--- src/rtl/regfile_pkg.sv ---
// Shared types and helpers for the parametrised multi-port register file.
// The clear-engine state encoding and the byte-lane merge used by writes and bypass live here.
package regfile_pkg;

    typedef enum logic [0:0] {
        ST_IDLE  = 1'b0,
        ST_CLEAR = 1'b1
    } clr_state_e;

    // Widest word lane_merge handles; callers zero-extend narrower words and truncate the result.
    localparam int unsigned MAX_DATA_W = 256;
    localparam int unsigned MAX_LANES  = MAX_DATA_W / 8;

    function automatic logic [MAX_DATA_W-1:0] lane_merge(
        input logic [MAX_DATA_W-1:0] old_word,
        input logic [MAX_DATA_W-1:0] new_word,
        input logic [MAX_LANES-1:0]  be
    );
        logic [MAX_DATA_W-1:0] res;
        res = old_word;
        for (int k = 0; k < int'(MAX_LANES); k++) begin
            if (be[k]) begin
                res[8*k +: 8] = new_word[8*k +: 8];
            end else begin
                res[8*k +: 8] = old_word[8*k +: 8];
            end
        end
        return res;
    endfunction

endpackage

--- src/rtl/regfile_clear_ctrl.sv ---
// Sequenced clear engine: walks every entry once, zeroing one per cycle, and flags busy meanwhile.
// Drives the storage write port directly through clr_we/clr_addr while the sweep runs.
module regfile_clear_ctrl
    import regfile_pkg::*;
#(
    parameter int ADDR_W = 4
) (
    input  logic              clk,
    input  logic              rst,
    input  logic              clr_req,
    output logic              busy,
    output logic              clr_we,
    output logic [ADDR_W-1:0] clr_addr
);

    localparam logic [ADDR_W-1:0] LAST_ADDR = {ADDR_W{1'b1}};

    clr_state_e        state_q, state_d;
    logic [ADDR_W-1:0] cnt_q, cnt_d;
    logic              busy_q, busy_d;

    // Next-state: a request only starts a sweep from IDLE; the sweep ends after the last entry.
    always_comb begin
        state_d = state_q;
        cnt_d   = cnt_q;
        busy_d  = busy_q;
        case (state_q)
            ST_IDLE: begin
                if (clr_req) begin
                    state_d = ST_CLEAR;
                    cnt_d   = {ADDR_W{1'b0}};
                end else begin
                    state_d = ST_IDLE;
                    cnt_d   = cnt_q;
                end
            end
            ST_CLEAR: begin
                cnt_d = cnt_q + ADDR_W'(1);
                if (cnt_q == LAST_ADDR) begin
                    state_d = ST_IDLE;
                end else begin
                    state_d = ST_CLEAR;
                end
            end
            default: begin
                state_d = ST_CLEAR;
                cnt_d   = {ADDR_W{1'b0}};
            end
        endcase
        busy_d = (state_d == ST_CLEAR);
    end

    // State register; reset always (re)starts a full sweep at entry 0.
    always_ff @(posedge clk) begin
        if (rst) begin
            state_q <= ST_CLEAR;
            cnt_q   <= {ADDR_W{1'b0}};
            busy_q  <= 1'b1;
        end else begin
            state_q <= state_d;
            cnt_q   <= cnt_d;
            busy_q  <= busy_d;
        end
    end

    assign busy     = busy_q;
    assign clr_we   = busy_q;
    assign clr_addr = cnt_q;

endmodule

--- src/rtl/regfile_multi.sv ---
// Parametrised 2-read/1-write register file with byte-lane writes, optional write-first bypass,
// optional registered reads, optional hardwired-zero entry 0 and a one-entry-per-cycle clear sweep.
module regfile_multi
    import regfile_pkg::*;
#(
    parameter int DATA_W   = 16,
    parameter int ADDR_W   = 4,
    parameter int REG_READ = 0,
    parameter int BYPASS   = 1,
    parameter int ZERO_R0  = 0
) (
    input  logic                  clk,
    input  logic                  rst,
    input  logic                  clr_req,
    output logic                  busy,
    input  logic                  we,
    input  logic [DATA_W/8-1:0]   be,
    input  logic [ADDR_W-1:0]     addr_wr,
    input  logic [DATA_W-1:0]     data_in,
    input  logic [ADDR_W-1:0]     addr_rd1,
    input  logic [ADDR_W-1:0]     addr_rd2,
    output logic [DATA_W-1:0]     data_out1,
    output logic [DATA_W-1:0]     data_out2
);

    localparam int DEPTH = 2 ** ADDR_W;
    localparam int LANES = DATA_W / 8;

    logic              busy_s;
    logic              clr_we_s;
    logic [ADDR_W-1:0] clr_addr_s;

    regfile_clear_ctrl #(
        .ADDR_W (ADDR_W)
    ) u_clear_ctrl (
        .clk      (clk),
        .rst      (rst),
        .clr_req  (clr_req),
        .busy     (busy_s),
        .clr_we   (clr_we_s),
        .clr_addr (clr_addr_s)
    );

    assign busy = busy_s;

    logic [DATA_W-1:0] mem_q [DEPTH];

    logic              zero_wr_s;
    logic              wr_en_s;
    logic              mem_we_s;
    logic [ADDR_W-1:0] mem_addr_s;
    logic [DATA_W-1:0] mem_data_s;
    logic [LANES-1:0]  mem_be_s;

    // External writes are dropped outright while the sweep owns the port.
    assign zero_wr_s = (ZERO_R0 != 0) && (addr_wr == {ADDR_W{1'b0}});
    assign wr_en_s   = we && !busy_s && (|be) && !zero_wr_s;

    // Write-port mux: the clear engine has priority over the writeback stage.
    always_comb begin
        mem_we_s   = 1'b0;
        mem_addr_s = addr_wr;
        mem_data_s = data_in;
        mem_be_s   = be;
        if (clr_we_s) begin
            mem_we_s   = 1'b1;
            mem_addr_s = clr_addr_s;
            mem_data_s = {DATA_W{1'b0}};
            mem_be_s   = {LANES{1'b1}};
        end else begin
            mem_we_s   = wr_en_s;
            mem_addr_s = addr_wr;
            mem_data_s = data_in;
            mem_be_s   = be;
        end
    end

    // Storage: no reset so it maps onto RAM; the sweep provides the zeroing.
    always_ff @(posedge clk) begin
        if (mem_we_s) begin
            for (int k = 0; k < LANES; k++) begin
                if (mem_be_s[k]) begin
                    mem_q[mem_addr_s][8*k +: 8] <= mem_data_s[8*k +: 8];
                end
            end
        end
    end

    logic [1:0][ADDR_W-1:0] rd_addr_s;
    logic [1:0][DATA_W-1:0] stored_s;
    logic [1:0][DATA_W-1:0] merged_s;
    logic [1:0][DATA_W-1:0] rd_s;

    assign rd_addr_s[0] = addr_rd1;
    assign rd_addr_s[1] = addr_rd2;

    // Read resolution per port: busy blanking, then hardwired zero, then write-first bypass.
    always_comb begin
        stored_s = {2*DATA_W{1'b0}};
        merged_s = {2*DATA_W{1'b0}};
        rd_s     = {2*DATA_W{1'b0}};
        for (int p = 0; p < 2; p++) begin
            stored_s[p] = mem_q[rd_addr_s[p]];
            merged_s[p] = DATA_W'(lane_merge(MAX_DATA_W'(stored_s[p]),
                                             MAX_DATA_W'(data_in),
                                             MAX_LANES'(be)));
            if (busy_s) begin
                rd_s[p] = {DATA_W{1'b0}};
            end else if ((ZERO_R0 != 0) && (rd_addr_s[p] == {ADDR_W{1'b0}})) begin
                rd_s[p] = {DATA_W{1'b0}};
            end else if ((BYPASS != 0) && wr_en_s && (addr_wr == rd_addr_s[p])) begin
                rd_s[p] = merged_s[p];
            end else begin
                rd_s[p] = stored_s[p];
            end
        end
    end

    generate
        if (REG_READ != 0) begin : g_reg_read
            logic [DATA_W-1:0] data_out1_q;
            logic [DATA_W-1:0] data_out2_q;

            // Registered read ports: capture the resolved value at the same edge as any write.
            always_ff @(posedge clk) begin
                if (rst) begin
                    data_out1_q <= {DATA_W{1'b0}};
                    data_out2_q <= {DATA_W{1'b0}};
                end else begin
                    data_out1_q <= rd_s[0];
                    data_out2_q <= rd_s[1];
                end
            end

            assign data_out1 = data_out1_q;
            assign data_out2 = data_out2_q;
        end else begin : g_comb_read
            assign data_out1 = rd_s[0];
            assign data_out2 = rd_s[1];
        end
    endgenerate

endmodule
--- config.mk ---
export PLATFORM = sky130hd
export DESIGN_NAME = regfile_multi
export DESIGN_NICKNAME = d
export VERILOG_FILES = /design/src/rtl/regfile_pkg.sv /design/src/rtl/regfile_clear_ctrl.sv /design/src/rtl/regfile_multi.sv
export SDC_FILE = /design/constraint.sdc
export NUM_CORES = 1
export LEC_CHECK = 0
export CAP_MARGIN = 0
export CORE_MARGIN = 5
export CORE_UTILIZATION = 60
export DETAILED_ROUTE_END_ITERATION = 10
export DONT_BUFFER_PORTS = 1
export GPL_TIMING_DRIVEN = 0
export PLACE_DENSITY = 0.82
export SKIP_LAST_GASP = 1
export SLEW_MARGIN = 20
export SYNTH_ARGS = -nofsm -noshare
export SYNTH_HDL_FRONTEND = slang
export SYNTH_HIERARCHICAL = 1
export SYNTH_SLANG_ARGS = --single-unit
--- constraint.sdc ---
create_clock -name clk -period 2.6 [get_ports clk]
set_input_delay 0.39 -clock clk [delete_from_list [all_inputs] [get_ports clk]]
set_output_delay 0.39 -clock clk [all_outputs]
set_load 0.03 [all_outputs]
==> Implementation_results.wiki <==
{| class="wikitable"
! Metric !! Value
|-
| Run status || finished, violations left
|-
| Failing checks || negative setup slack
|-
| Drt via density || 7.81
|-
| Worst slack at placement || -633 ps
|-
| Overflow left after global routing || 0
|-
| Overall track demand over capacity in global routing || 0.299
|-
| Die ar. || 24500 sq um
|-
| Dominant cells by area after synthesis || sky130_fd_sc_hd__edfxtp_1 60%, sky130_fd_sc_hd__mux4_2 21%, sky130_fd_sc_hd__mux4_1 2.0%
|-
| Power density over cell area || 640 nW/um^2
|-
| Number of library cell types mapped by synthesis || 45
|-
| Post-detailed-placement cell area || 13200 sq um
|-
| Cell class contributing the biggest share of worst-path delay || simple AND/OR/NAND/NOR gates
|-
| Synthesis-to-finish area growth || 11.2%
|-
| Critical path required time || 2740 ps
|-
| Fin crit share || 1.03
|-
| Reg-to-reg critical path startpoint || u_clear_ctrl/busy
|-
| Stages on worst setup path || 4
|-
| Starting DRC count in detailed routing || 1829
|-
| Number of antenna-violating nets in the routed design || 0
|-
| Synthesis-stage register bit count || 261
|-
| Peak supply drop || 0.000603 V
|-
| Number of search-and-repair iterations in the first detailed-routing pass || 6
|-
| Vias in the first global route || 8233
|-
| Cell accounting for the most synthesized area || sky130_fd_sc_hd__edfxtp_1
|-
| RSZ-0062 raised after global routing || yes
|-
| Post-Place Cells || 1001
|-
| Power after layout || 9.17 mW
|-
| Synth async-reset ratio || 0
|-
| Leakage power of the design || 4.71 nW
|-
| Worst-path cell chain || buf_4, clkbuf_1, clkbuf_1, nor2b_1
|-
| Category of the most critical setup path || reg -> reg
|-
| Most instantiated flip-flop cell in the synthesis netlist || sky130_fd_sc_hd__edfxtp_1
|-
| Number of sinks handled by clock tree synthesis || 261
|-
| Area share of the largest cell type after synthesis || 0.597
|-
| Overall die width || 157 um
|-
| Sequential element share of the synthesized area || 0.605
|-
| Maximum net fanout on the critical path || 16
|-
| Terminus of the critical flop-to-flop path || mem_q[9][13]
|-
| Number of top-level pins || 67
|-
| Detailed-placement wirelength estimate || 24.8 mm
|-
| Crit path to || mem_q[9][13]
|-
| Count of pins over their slew limit || 0
|-
| Maximum number of pins on one net before global-route repair || 17
|-
| Post-route worst hold slack || 112 ps
|-
| Headroom to the max-slew limit || 0.196
|-
| Net count of the mapped netlist || 761
|-
| Final hold violations || 0
|-
| Die Span Y || 157 um
|-
| Register clock-pin slew on the reported worst setup and hold paths || 60 ps
|-
| CP bufs+invs || 3
|-
| Placer congestion estimate || 0.936
|-
| Via total after detailed routing || 8181
|-
| Fillers || 1303
|-
| Clock latency on the worst-skew pair || 530 ps
|-
| Critical Path Sink Type || flop
|-
| Post-route cell area || 14300 sq um
|-
| Worst Max-Slew Pin Slew || 1200 ps
|-
| Master of the slowest instance on the critical path || sky130_fd_sc_hd__nor2b_1
|-
| Final wirelength || 36.5 mm
|-
| Type of the most critical hold path || in -> reg
|-
| Total number of yosys warnings || 6
|-
| Cell Rows || 53
|-
| Number of stages on the worst hold path || 3
|-
| Critical path launch point || u_clear_ctrl/busy
|-
| Launching element type of the critical path || flop
|-
| Maximum clock skew at final layout || 18.5 ps
|-
| Maximum buffer depth of the clock tree || 3
|-
| Peak per-stage delay on the critical path || 1050 ps
|-
| Starting Density || 0.611
|-
| NumNets Final || 789
|-
| Worst path most repeated cell || sky130_fd_sc_hd__clkbuf_1
|-
| Number of buffers created by CTS || 25
|-
| Routed WL per cell || 34.8 um
|-
| Gate count of the mapped netlist || 726
|-
| Final critical path time including I/O delays and setup || 2680 ps
|-
| Post-route DRC || 0
|-
| Core Box Area || 21100 sq um
|-
| Fraction of final layout cells with drive strength greater than 1 || 0.363
|-
| Diodes inserted || 0
|-
| Fin worst setup slack || -81.5 ps
|-
| IO Port Bufs || 0
|-
| CTS tree || yes
|-
| Root buf cell || sky130_fd_sc_hd__clkbuf_16
|-
| Count of H-tree levels built during CTS || 1
|-
| CP Data Arrival Time || 2820 ps
|-
| Summed instance area of the synthesized netlist || 12900 sq um
|-
| Global-route wire length before repair || 53.1 mm
|-
| Final-report setup violation count || 25
|-
| Number of enable-type register cells in the synthesized netlist || 256
|-
| R2R cell count || 4
|-
| Highest clock rate || 373 MHz
|-
| Number of maximum-capacitance violations || 0
|-
| Number of antenna violations at the first check in global routing || 1
|-
| Post-synthesis area per instance || 17.7 sq um
|-
| Reg2reg setup slack || -80 ps
|-
| Count of placed standard cells in the final layout, fillers left out || 1047
|}
==> how the worst min path moves through the flow <==
| stage | from | endpoint | slack, ps |
|---|---|---|---|
| global route | clr_req | u_clear_ctrl/clr_addr[3] | 110 |
| CTS | clr_req | u_clear_ctrl/clr_addr[3] | 110 |
| global placement | rst | u_clear_ctrl/clr_addr[3] | 460 |
| detailed placement | rst | u_clear_ctrl/clr_addr[3] | 460 |
| floorplan | rst | u_clear_ctrl/clr_addr[3] | 460 |
| finish | clr_req | u_clear_ctrl/clr_addr[3] | 110 |
==> cells by family (layout without fill, tap and decap cells) <==
group | Yosys count | count (layout) | share of synthesized area
fa+ha+maj | 1 | 1 | 0.000971
buf+inv | 56 | 102 | 0.0304
compound gates | 99 | 99 | 0.0623
flops | 261 | 261 | 0.605
mux | 132 | 132 | 0.230
simple gates | 169 | 169 | 0.0665
xor+xnor | 8 | 8 | 0.00544
==> routing by layer <==
layer | vias to the layer above | GRT usage | part of all wire
li1 | 3117 | - | -
met5 | - | 0 | 0
met2 | 842 | 0.473 | 0.47
met4 | 0 | 0.119 | 0.051
met3 | 163 | 0.0802 | 0.14
met1 | 4059 | 0.404 | 0.34
==> synth_stat cells (10+ instances only) <==
library cell               count
sky130_fd_sc_hd__edfxtp_1    256
sky130_fd_sc_hd__mux4_2      118
sky130_fd_sc_hd__nor2_1       47
sky130_fd_sc_hd__nand2_1      39
sky130_fd_sc_hd__a22oi_1      34
sky130_fd_sc_hd__nor2b_1      30
sky130_fd_sc_hd__a22o_1       18
sky130_fd_sc_hd__clkbuf_1     18
sky130_fd_sc_hd__nand3_1      16
sky130_fd_sc_hd__a32o_1       14
sky130_fd_sc_hd__buf_2        13
sky130_fd_sc_hd__nand2b_1     13
sky130_fd_sc_hd__a211o_1      11
sky130_fd_sc_hd__a21oi_1      10
sky130_fd_sc_hd__mux4_1       10
==> cell type report <==
type | count | area, sq um | share of cell area
flip-flops and latches | 261 | 7790 | 0.544
clock buffers | 33 | 676 | 0.0472
clock inverters | 12 | 133 | 0.00926
multi-input cells | 409 | 4920 | 0.344
repair buffers | 1 | 10.0 | 0.000699
inverters | 3 | 11.3 | 0.000786
plain buffers | 53 | 437 | 0.0305
well taps | 275 | 344 | 0.0240
==> worst min-delay path: cells and delay by family <==
kind            cells  cell delay, ps
simple gates        2             120
compound gates      1              70
==> report_power, final <==
| group | total (mW) | internal [mW] | switching [mW] | leakage [nW] |
|---|---|---|---|---|
| Clock | 3.64 | 2.12 | 1.52 | 0.394 |
| Combinational | 0.834 | 0.367 | 0.468 | 1.86 |
| Sequential | 4.70 | 4.65 | 0.0465 | 2.45 |
| Total | 9.17 | 7.14 | 2.03 | 4.71 |
==> repair_timing <==
item | 4_1_cts | 5_1_grt
pin swaps | 7 | 18
buffers inserted | 0 | 0
hold buffers | 1 | 0
endpoints found under the setup margin | 397 | 299
endpoints found under the hold margin | 5 | 0
resized for setup | 79 | 23
==> sequential cells by signal (all words and copies together), names as in the netlist <==
name                   flops
mem_q                    256
u_clear_ctrl/clr_addr      4
u_clear_ctrl/busy          1
==> metrics by stage <==
step	setup TNS [ps]	utilization
after detailed placement	-129530	0.627
after CTS	-3990	0.674
final	-1330	0.679
after global routing	-228	0.679
after floorplan	0	-
after global placement	-98920	0.627
==> cells in the final DEF, fill, tap and decap left out, drive strengths merged, types with 3 or more instances in the layout <==
cell type and instances:
nand2 39, clkbuf 60, inv 3, mux4 128, nand3b 5, nor2 47, a31oi 7, mux2i 4
and3b 3, nand3 17, a22o 18, a32o 14, dfxtp 5, a211o 11, nor3b 3, a21oi 12
nor2b 30, nand2b 13, buf 26, a22oi 34, xnor2 8, clkinv 8, edfxtp 256, bufinv 3
Power figures use the tool's default switching activity.
